## src/rtl/simon_pkg.sv

```systemverilog
// Shared types and constants for the Simon memory-game engine.
package simon_pkg;

  localparam int unsigned LFSR_W = 16;

  // Fibonacci taps 16,14,13,11 expressed as a right-shift feedback mask
  localparam logic [LFSR_W-1:0] LFSR_TAPS = 16'h002D;

  typedef enum logic [2:0] {
    ST_IDLE,
    ST_SHOW_ON,
    ST_SHOW_OFF,
    ST_WAIT_KEY,
    ST_WIN,
    ST_LOSE
  } state_e;

  function automatic logic [LFSR_W-1:0] lfsr_next(input logic [LFSR_W-1:0] cur);
    return {^(cur & LFSR_TAPS), cur[LFSR_W-1:1]};
  endfunction

endpackage

```

## src/rtl/simon_engine_if.sv

```systemverilog
// Player/lamp bus between the Simon engine and its surroundings.
interface simon_engine_if #(
  parameter int unsigned NUM_KEYS = 4,
  parameter int unsigned MAX_LEN  = 16
) ();
  localparam int unsigned KW = $clog2(NUM_KEYS);
  localparam int unsigned LW = $clog2(MAX_LEN + 1);

  logic          start;
  logic          key_valid;
  logic [KW-1:0] key_idx;
  logic          show_on;
  logic [KW-1:0] show_idx;
  logic          player_turn;
  logic [LW-1:0] level;
  logic          win;
  logic          lose;

  modport master (
    output start, key_valid, key_idx,
    input  show_on, show_idx, player_turn, level, win, lose
  );

  modport slave (
    input  start, key_valid, key_idx,
    output show_on, show_idx, player_turn, level, win, lose
  );
endinterface

```

## src/rtl/simon_lfsr.sv

```systemverilog
// Free-running 16-bit Fibonacci LFSR used as the game's random source.
module simon_lfsr
  import simon_pkg::*;
#(
  parameter logic [15:0] SEED = 16'hACE1
) (
  input  logic        clk,
  input  logic        reset,
  output logic [15:0] value
);

  logic [LFSR_W-1:0] lfsr_q;

  always_ff @(posedge clk or posedge reset) begin
    if (reset) lfsr_q <= SEED;
    else       lfsr_q <= lfsr_next(lfsr_q);
  end

  assign value = lfsr_q;

endmodule

```

## src/rtl/simon_engine.sv

```systemverilog
// Simon game engine: plays back a growing random lamp sequence and checks the
// player's key presses against it.
module simon_engine
  import simon_pkg::*;
#(
  parameter int unsigned NUM_KEYS      = 4,
  parameter int unsigned MAX_LEN       = 16,
  parameter int unsigned SHOW_TICKS    = 30,
  parameter int unsigned GAP_TICKS     = 30,
  parameter int unsigned TIMEOUT_TICKS = 120,
  parameter logic [15:0] SEED          = 16'hACE1
) (
  input logic           clk,
  input logic           reset,
  simon_engine_if.slave bus
);

  localparam int unsigned KW    = $clog2(NUM_KEYS);
  localparam int unsigned LW    = $clog2(MAX_LEN + 1);
  localparam int unsigned PW    = (MAX_LEN > 1) ? $clog2(MAX_LEN) : 1;
  localparam int unsigned MAX_A = (SHOW_TICKS > GAP_TICKS) ? SHOW_TICKS : GAP_TICKS;
  localparam int unsigned MAX_T = (MAX_A > TIMEOUT_TICKS) ? MAX_A : TIMEOUT_TICKS;
  localparam int unsigned CW    = $clog2(MAX_T + 1);

  state_e        state_q, state_d;
  logic [CW-1:0] cnt_q, cnt_d;
  logic [PW-1:0] ptr_q, ptr_d;
  logic [LW-1:0] level_q, level_d;

  logic [KW-1:0] mem [MAX_LEN];
  logic          mem_we;
  logic [PW-1:0] mem_waddr;

  logic [15:0]   lfsr_value;
  logic          lfsr_unused;
  logic [KW-1:0] rnd;
  logic [KW-1:0] cur_key;
  logic          last;

  simon_lfsr #(.SEED(SEED)) u_lfsr (
    .clk   (clk),
    .reset (reset),
    .value (lfsr_value)
  );

  assign lfsr_unused = ^lfsr_value[15:KW];

  // Fold the raw low bits into the legal key range
  always_comb begin
    rnd = lfsr_value[KW-1:0];
    if (32'(lfsr_value[KW-1:0]) >= NUM_KEYS) rnd = lfsr_value[KW-1:0] - KW'(NUM_KEYS);
  end

  assign cur_key = mem[ptr_q];
  assign last    = (LW'(ptr_q) == level_q - LW'(1));

  always_ff @(posedge clk or posedge reset) begin
    if (reset) begin
      state_q <= ST_IDLE;
      cnt_q   <= '0;
      ptr_q   <= '0;
      level_q <= '0;
    end else begin
      state_q <= state_d;
      cnt_q   <= cnt_d;
      ptr_q   <= ptr_d;
      level_q <= level_d;
    end
  end

  // Sequence storage has no reset; only entries below level are ever read
  always_ff @(posedge clk) begin
    if (mem_we) mem[mem_waddr] <= rnd;
  end

  always_comb begin
    state_d   = state_q;
    cnt_d     = cnt_q;
    ptr_d     = ptr_q;
    level_d   = level_q;
    mem_we    = 1'b0;
    mem_waddr = '0;
    unique case (state_q)
      ST_IDLE, ST_WIN, ST_LOSE: begin
        if (bus.start) begin
          state_d   = ST_SHOW_ON;
          cnt_d     = '0;
          ptr_d     = '0;
          level_d   = LW'(1);
          mem_we    = 1'b1;
          mem_waddr = '0;
        end
      end
      ST_SHOW_ON: begin
        if (cnt_q == CW'(SHOW_TICKS - 1)) begin
          state_d = ST_SHOW_OFF;
          cnt_d   = '0;
        end else begin
          cnt_d = cnt_q + CW'(1);
        end
      end
      ST_SHOW_OFF: begin
        if (cnt_q == CW'(GAP_TICKS - 1)) begin
          cnt_d = '0;
          if (last) begin
            ptr_d   = '0;
            state_d = ST_WAIT_KEY;
          end else begin
            ptr_d   = ptr_q + PW'(1);
            state_d = ST_SHOW_ON;
          end
        end else begin
          cnt_d = cnt_q + CW'(1);
        end
      end
      ST_WAIT_KEY: begin
        // A key always wins over a coincident timeout
        if (bus.key_valid) begin
          cnt_d = '0;
          if (bus.key_idx != cur_key) begin
            state_d = ST_LOSE;
          end else if (!last) begin
            ptr_d = ptr_q + PW'(1);
          end else if (level_q == LW'(MAX_LEN)) begin
            state_d = ST_WIN;
          end else begin
            mem_we    = 1'b1;
            mem_waddr = PW'(level_q);
            level_d   = level_q + LW'(1);
            ptr_d     = '0;
            state_d   = ST_SHOW_ON;
          end
        end else if (cnt_q == CW'(TIMEOUT_TICKS - 1)) begin
          state_d = ST_LOSE;
        end else begin
          cnt_d = cnt_q + CW'(1);
        end
      end
      default: state_d = ST_IDLE;
    endcase
  end

  assign bus.show_on     = (state_q == ST_SHOW_ON);
  assign bus.show_idx    = (state_q == ST_SHOW_ON) ? cur_key : '0;
  assign bus.player_turn = (state_q == ST_WAIT_KEY);
  assign bus.level       = level_q;
  assign bus.win         = (state_q == ST_WIN);
  assign bus.lose        = (state_q == ST_LOSE);

endmodule
```

## src/flat_wrapper.sv

```systemverilog
// flat-port wrapper written by rule: the top's interface ports become plain ports
module simon_engine_flat import simon_pkg::*;
#(
  parameter int unsigned NUM_KEYS      = 4,
  parameter int unsigned MAX_LEN       = 16,
  parameter int unsigned SHOW_TICKS    = 30,
  parameter int unsigned GAP_TICKS     = 30,
  parameter int unsigned TIMEOUT_TICKS = 120,
  parameter logic [15:0] SEED          = 16'hACE1
)
  (clk, reset, bus_start, bus_key_valid, bus_key_idx, bus_show_on, bus_show_idx, bus_player_turn, bus_level, bus_win, bus_lose);
  simon_engine_if #(.NUM_KEYS(NUM_KEYS), .MAX_LEN(MAX_LEN)) bus_i ();
  input logic clk;
  input logic reset;
  input wire logic [$bits(bus_i.start)-1:0] bus_start;
  input wire logic [$bits(bus_i.key_valid)-1:0] bus_key_valid;
  input wire logic [$bits(bus_i.key_idx)-1:0] bus_key_idx;
  output wire logic [$bits(bus_i.show_on)-1:0] bus_show_on;
  output wire logic [$bits(bus_i.show_idx)-1:0] bus_show_idx;
  output wire logic [$bits(bus_i.player_turn)-1:0] bus_player_turn;
  output wire logic [$bits(bus_i.level)-1:0] bus_level;
  output wire logic [$bits(bus_i.win)-1:0] bus_win;
  output wire logic [$bits(bus_i.lose)-1:0] bus_lose;
  assign bus_i.start = bus_start;
  assign bus_i.key_valid = bus_key_valid;
  assign bus_i.key_idx = bus_key_idx;
  assign bus_show_on = bus_i.show_on;
  assign bus_show_idx = bus_i.show_idx;
  assign bus_player_turn = bus_i.player_turn;
  assign bus_level = bus_i.level;
  assign bus_win = bus_i.win;
  assign bus_lose = bus_i.lose;
  simon_engine #(.NUM_KEYS(NUM_KEYS), .MAX_LEN(MAX_LEN), .SHOW_TICKS(SHOW_TICKS), .GAP_TICKS(GAP_TICKS), .TIMEOUT_TICKS(TIMEOUT_TICKS), .SEED(SEED)) u_core (.clk(clk), .reset(reset), .bus(bus_i));
endmodule
```

## config.mk

```make
export PLATFORM = sky130hd
export DESIGN_NAME = simon_engine_flat
export DESIGN_NICKNAME = d
export VERILOG_FILES = /design/src/rtl/simon_pkg.sv /design/src/rtl/simon_engine_if.sv /design/src/rtl/simon_lfsr.sv /design/src/rtl/simon_engine.sv /design/src/flat_wrapper.sv
export SDC_FILE = /design/constraint.sdc
export NUM_CORES = 1
export LEC_CHECK = 0
export BUFFER_PORTS_ARGS = -buffer_cell sky130_fd_sc_hd__buf_2
export CORE_MARGIN = 2
export CORE_UTILIZATION = 55
export CTS_BUF_LIST = sky130_fd_sc_hd__clkbuf_4
export DETAILED_ROUTE_END_ITERATION = 10
export PLACE_DENSITY = 0.8
export SLEW_MARGIN = 20
export SYNTH_ARGS = -nofsm -noshare
export SYNTH_HDL_FRONTEND = slang
export SYNTH_SLANG_ARGS = --single-unit
```

## constraint.sdc

```tcl
create_clock -name clk -period 4.3 [get_ports clk]
set_input_delay 0.43 -clock clk [delete_from_list [all_inputs] [get_ports clk]]
set_output_delay 0.43 -clock clk [all_outputs]
set_load 0.01 [all_outputs]
```

==> flow_summary.ini, run 1 <==
[synth]
synth-seq-area-share = 0.563
yosys_register_bits = 67
synth_area_per_cell_um2 = 11.4
ys.flop_type = edfxtp_1
async_flop_share = 0.522
syn_nets = 300
synth.distinct_cells = 52
synthesis.area_um2 = 3280
ys_warn_count = 0
synth_edf_count = 32
syn_inst = 289

[grt]
met1_usage = 0.303
grt_max_degree = 36
busiest_layer = met2
met2_usage = 0.331
grt_overflow = 0
grt_antenna_before_repair = 0
gr-usage-all-layers = 0.222
grt_use_met3 = 0.0567
grt_pass1_wl_um = 10800
grt_pass1_vias = 2189

[clock_network]
clock_latency_ns = 0.40
numClockSinks = 67
cts-resized-gates = 0
clk_path_buf_depth = 2
clkTransAtPathRegs_ns = 0.12
h-tree-depth = 3
root_buffer = clkbuf_4
cts_buffers = 9
cts_tree = built
cts_setup_buffers = 0
ctsHoldBuffers = 0

[floorplan]
die-area_um2 = 6600
ios = 17
die_w_um = 81.2
initial_utilization = 0.561
die_h_um = 81.2
core_um2 = 5850
num_rows = 28

[timing]
hold_violations = 0
layout_min_cycle_time_ns = 3.49
rsz0062_at_grt = no
setup_tns_ns = 0
timing.fmax_mhz = 286
maxSlewViolCount = 0
finalCritPeriodShare = 0.813
tightest_slew_ns = 0.786
slew_headroom = 0.476
fin_worst_skew_ns = 0.0229
setup_viol = 0

[drt]
dr_total_vias = 2391
wire_per_inst_um = 17.5
drtAntennaViolNets = 0
vias_per_cell = 6.21
wirelength_um = 6740
remaining_drc_errors = 0
first_iter_violations = 202
dr.pass1.iters = 5

[placed_design]
dpl.hpwl_um = 4560
place_congestion = 0.908
placed_area_um2 = 3400
io_buffers = 16

[hold_path]
hold_class = in -> async

[status]
status = completed

[final_layout]
fin_nets = 316
fillers = 467
drive_gt1_frac = 0.171
area_growth_pct = 9.34
utilization = 0.613
most-common-layout-cells = edfxtp_1, nand2_1, dfrtp_1
final_cell_area_um2 = 3590
antenna_cells = 0
final_common_cell = edfxtp_1

[power]
irDropWorstVdd_uv = 310
leakagePower_nw = 1.39
p_per_area_nw_per_um2 = 594

[setup_path]
start_kind = register
crit_type = reg -> reg
worst_setup_path_end_kind = register
cp_max_fo = 12
cp.arrival_ns = 3.54
cp.required_ns = 4.35

[job]
cap_violations = 0
worst max-delay path, cell delays in order, from the launching register on:
cell,delay [ns]
dfrtp_1,0.55
inv_1,0.22
ha_1,0.38
xnor2_1,0.16
nor4b_1,0.43
a22o_1,0.25
nand2_1,0.12
a2111o_1,0.55
nor4_1,0.49
cell type report:
cell class / instances / area (um2) / area share
multi-input combinational: 199 / 1330 / 0.371
sequential: 67 / 1850 / 0.515
clock inverter: 5 / 101 / 0.0283
inverter: 10 / 37.5 / 0.0105
clock buffer: 11 / 82.6 / 0.0230
timing repair buffer: 18 / 95.1 / 0.0265
tap: 75 / 93.8 / 0.0262
layer usage:
layer  routed length [um]  vias up
met5                    0        -
met4                  199        0
met3                  507       18
met2                 3110      113
met1                 2920     1146
li1                     -     1114
metrics by stage:
step	cells	setup WS, ns	power [W]	hold slack (ns)
floorplan	289	1.11	0.00142	0.331
global placement	369	0.998	0.00158	0.336
detailed placement	369	0.911	0.00160	0.337
CTS	385	0.896	0.00212	0.0933
global route	385	0.576	0.00225	0.125
finish	385	0.806	0.00213	0.0928
cell families after synthesis:
kind of cell	Yosys count	synth area share
compound gates	52	0.111
xor+xnor	11	0.0294
fa+ha+maj	5	0.0191
buf+inv	23	0.0317
flops	67	0.563
mux	16	0.0728
simple gates	115	0.173
path summary, 6_finish.rpt:
path                                   startpoint                      to  slack, ns  depth (start not counted)
min                                         reset         u_core.cnt_q[5]       0.09                          3
min reg2reg                u_core.u_lfsr.value[9]  u_core.u_lfsr.value[8]       0.35                          0
min in group clk           u_core.u_lfsr.value[9]  u_core.u_lfsr.value[8]       0.35                          0
max in group asynchronous                   reset  u_core.u_lfsr.value[0]       3.83                          3
max reg2reg                   u_core.bus.level[0]        u_core.mem[1][1]       0.81                          8
max                           u_core.bus.level[0]        u_core.mem[1][1]       0.81                          8
cells in the mapped netlist (all sizes together), types with 2 or more instances:
| cell type | n | share of area |
|---|---|---|
| a21o | 2 | 0.0046 |
| a21oi | 4 | 0.0061 |
| a22oi | 2 | 0.0046 |
| a31o | 2 | 0.0053 |
| a41oi | 2 | 0.0053 |
| and2 | 3 | 0.0057 |
| and3 | 4 | 0.0076 |
| buf | 4 | 0.0099 |
| clkbuf | 9 | 0.010 |
| dfrtp | 27 | 0.21 |
| dfstp | 8 | 0.064 |
| edfxtp | 32 | 0.29 |
| ha | 5 | 0.019 |
| inv | 10 | 0.011 |
| mux2 | 3 | 0.010 |
| mux2i | 7 | 0.021 |
| mux4 | 6 | 0.041 |
| nand2 | 31 | 0.035 |
| nand2b | 5 | 0.0095 |
| nand3 | 13 | 0.020 |
| nand4 | 3 | 0.0057 |
| nor2 | 23 | 0.026 |
| nor2b | 6 | 0.011 |
| nor3 | 9 | 0.014 |
| nor4 | 10 | 0.019 |
| o211ai | 3 | 0.0069 |
| o21ai | 16 | 0.024 |
| o22ai | 2 | 0.0038 |
| o31ai | 7 | 0.016 |
| o32ai | 2 | 0.0053 |
| or3 | 2 | 0.0038 |
| xnor2 | 5 | 0.013 |
| xor2 | 6 | 0.016 |
report_power, final:
group          switching [W]  internal (W)
Clock               0.000212      0.000306
Combinational       0.000504      0.000305
Sequential         0.0000938      0.000709
Total               0.000809       0.00132
state kept, by name, summed over array words and instances (netlist names):
register             count
u_core.bus.level         5
u_core.u_lfsr.value     16
u_core.cnt_q             7
u_core.ptr_q             4
u_core.mem              32
u_core.state_q           3
(Power assumes the default switching activity.)
==> inputs of run 2 (changes only) <==
clock period = 3.4 ns   (was 4.3 ns; I/O delays follow)
==> flow_summary.ini, run 2 (synthesis results as in run 1) <==
[clock_network]
h-tree-depth = 3
ctsHoldBuffers = 0
clk_path_buf_depth = 2
root_buffer = clkbuf_4
clkTransAtPathRegs_ns = 0.11
cts_tree = built
numClockSinks = 67
cts_buffers = 9
clock_latency_ns = 0.41

[drt]
wire_per_inst_um = 17.0
first_iter_violations = 233
drtAntennaViolNets = 0
wirelength_um = 6600
vias_per_cell = 6.02
dr.pass1.iters = 5
dr_total_vias = 2342
remaining_drc_errors = 0

[timing]
setup_viol = 0
rsz0062_at_grt = no
tightest_slew_ns = 0.770
worst_slack_ns = 0.195
fin_hold_ws_ns = 0.0167
slew_headroom = 0.487
finalCritPeriodShare = 0.943
fin_worst_skew_ns = 0.0182
hold_violations = 0
layout_min_cycle_time_ns = 3.20
timing.fmax_mhz = 312
maxSlewViolCount = 0
setup_tns_ns = 0

[power]
finalPower_w = 0.00248
irDropWorstVdd_uv = 361
p_per_area_nw_per_um2 = 697
leakagePower_nw = 1.38

[floorplan]
ios = 17
initial_utilization = 0.561
num_rows = 28
die-area_um2 = 6600
die_w_um = 81.2
die_h_um = 81.2
core_um2 = 5850

[setup_path]
worst_setup_path_end_kind = register
cp_top_family = simple AND/OR/NAND/NOR gates
crit_buf_inv = 1
critPathMaxStageDelay_ns = 0.55
crit_type = reg -> reg
cp_max_fo = 12
cp.required_ns = 3.45
start_kind = register
ff2ff_setup_slack_ns = 0.20
cp_slowest_cell = a2111o_1
cp.arrival_ns = 3.25
crit_chain = inv_1 -> ha_1 -> xnor2_1 -> nor4b_1 -> a22o_1 -> nand2_1 -> a2111o_1 -> nor4_1

[grt]
grt_max_degree = 36
grt_pass1_wl_um = 10900
grt_pass1_vias = 2213
grt_overflow = 0
grt_antenna_before_repair = 0
gr-usage-all-layers = 0.223

[final_layout]
drive_gt1_frac = 0.191
multi_input_area_um2 = 1340
fin_nets = 320
largest_reg_flops = 32
final_common_cell = edfxtp_1
area_growth_pct = 8.24
top_register = u_core.mem
fillers = 479
antenna_cells = 0
most-common-layout-cells = edfxtp_1, nand2_1, dfrtp_1
regArea_um2 = 1850

[placed_design]
place_ws_ns = 0.196
place_congestion = 0.919
dpl.hpwl_um = 4600
io_buffers = 16

[status]
status = completed

[hold_path]
hold_class = in -> async

[job]
cap_violations = 0
run 2: where the power goes:
group	switching (W)	total (W)	internal, W
Clock	0.000274	0.000439	0.000165
Combinational	0.000652	0.00105	0.000397
Sequential	0.0000879	0.000986	0.000898
run 2: tightest hold or removal path: stages:
cell and delay, ns:
buf_2 0.09, inv_1 0.04, buf_4 0.39
run 2: worst paths after layout:
check,startpoint,end,cells past startpoint
min in group clk,bus_key_valid,u_core.state_q[1],3
max,u_core.bus.level[0],u_core.mem[13][1],8
max in group asynchronous,reset,u_core.u_lfsr.value[0],3
min,reset,u_core.cnt_q[4],3
min reg2reg,u_core.u_lfsr.value[4],u_core.u_lfsr.value[3],0
max reg2reg,u_core.bus.level[0],u_core.mem[13][1],8
run 2: through the flow:
step | utilization | cell area (um2) | instances
finish | 0.607 | 3550 | 389
floorplan | - | 3280 | 289
CTS | 0.606 | 3540 | 389
global route | 0.607 | 3550 | 389
global placement | 0.587 | 3430 | 373
detailed placement | 0.587 | 3430 | 373
run 2: timing repair:
item,4_1_cts,5_1_grt
resized for setup,0,2
setup endpoints to repair,0,6
buffers inserted,0,0
run 2: cell type report:
cell class	count	area share
Timing Repair Buffer	22	0.0352
Clock inverter	5	0.00775
Sequential cell	67	0.520
Tap cell	75	0.0264
Inverter	10	0.0106
Clock buffer	11	0.0233
Multi-Input combinational cell	199	0.376
run 2: layer usage:
layer	routed length, um	global-route usage	vias to the layer above
li1	-	-	1124
met1	2930	0.305	1116
met2	3110	0.337	91
met3	466	0.0611	11
met4	98	0.0915	0
met5	0	0	-
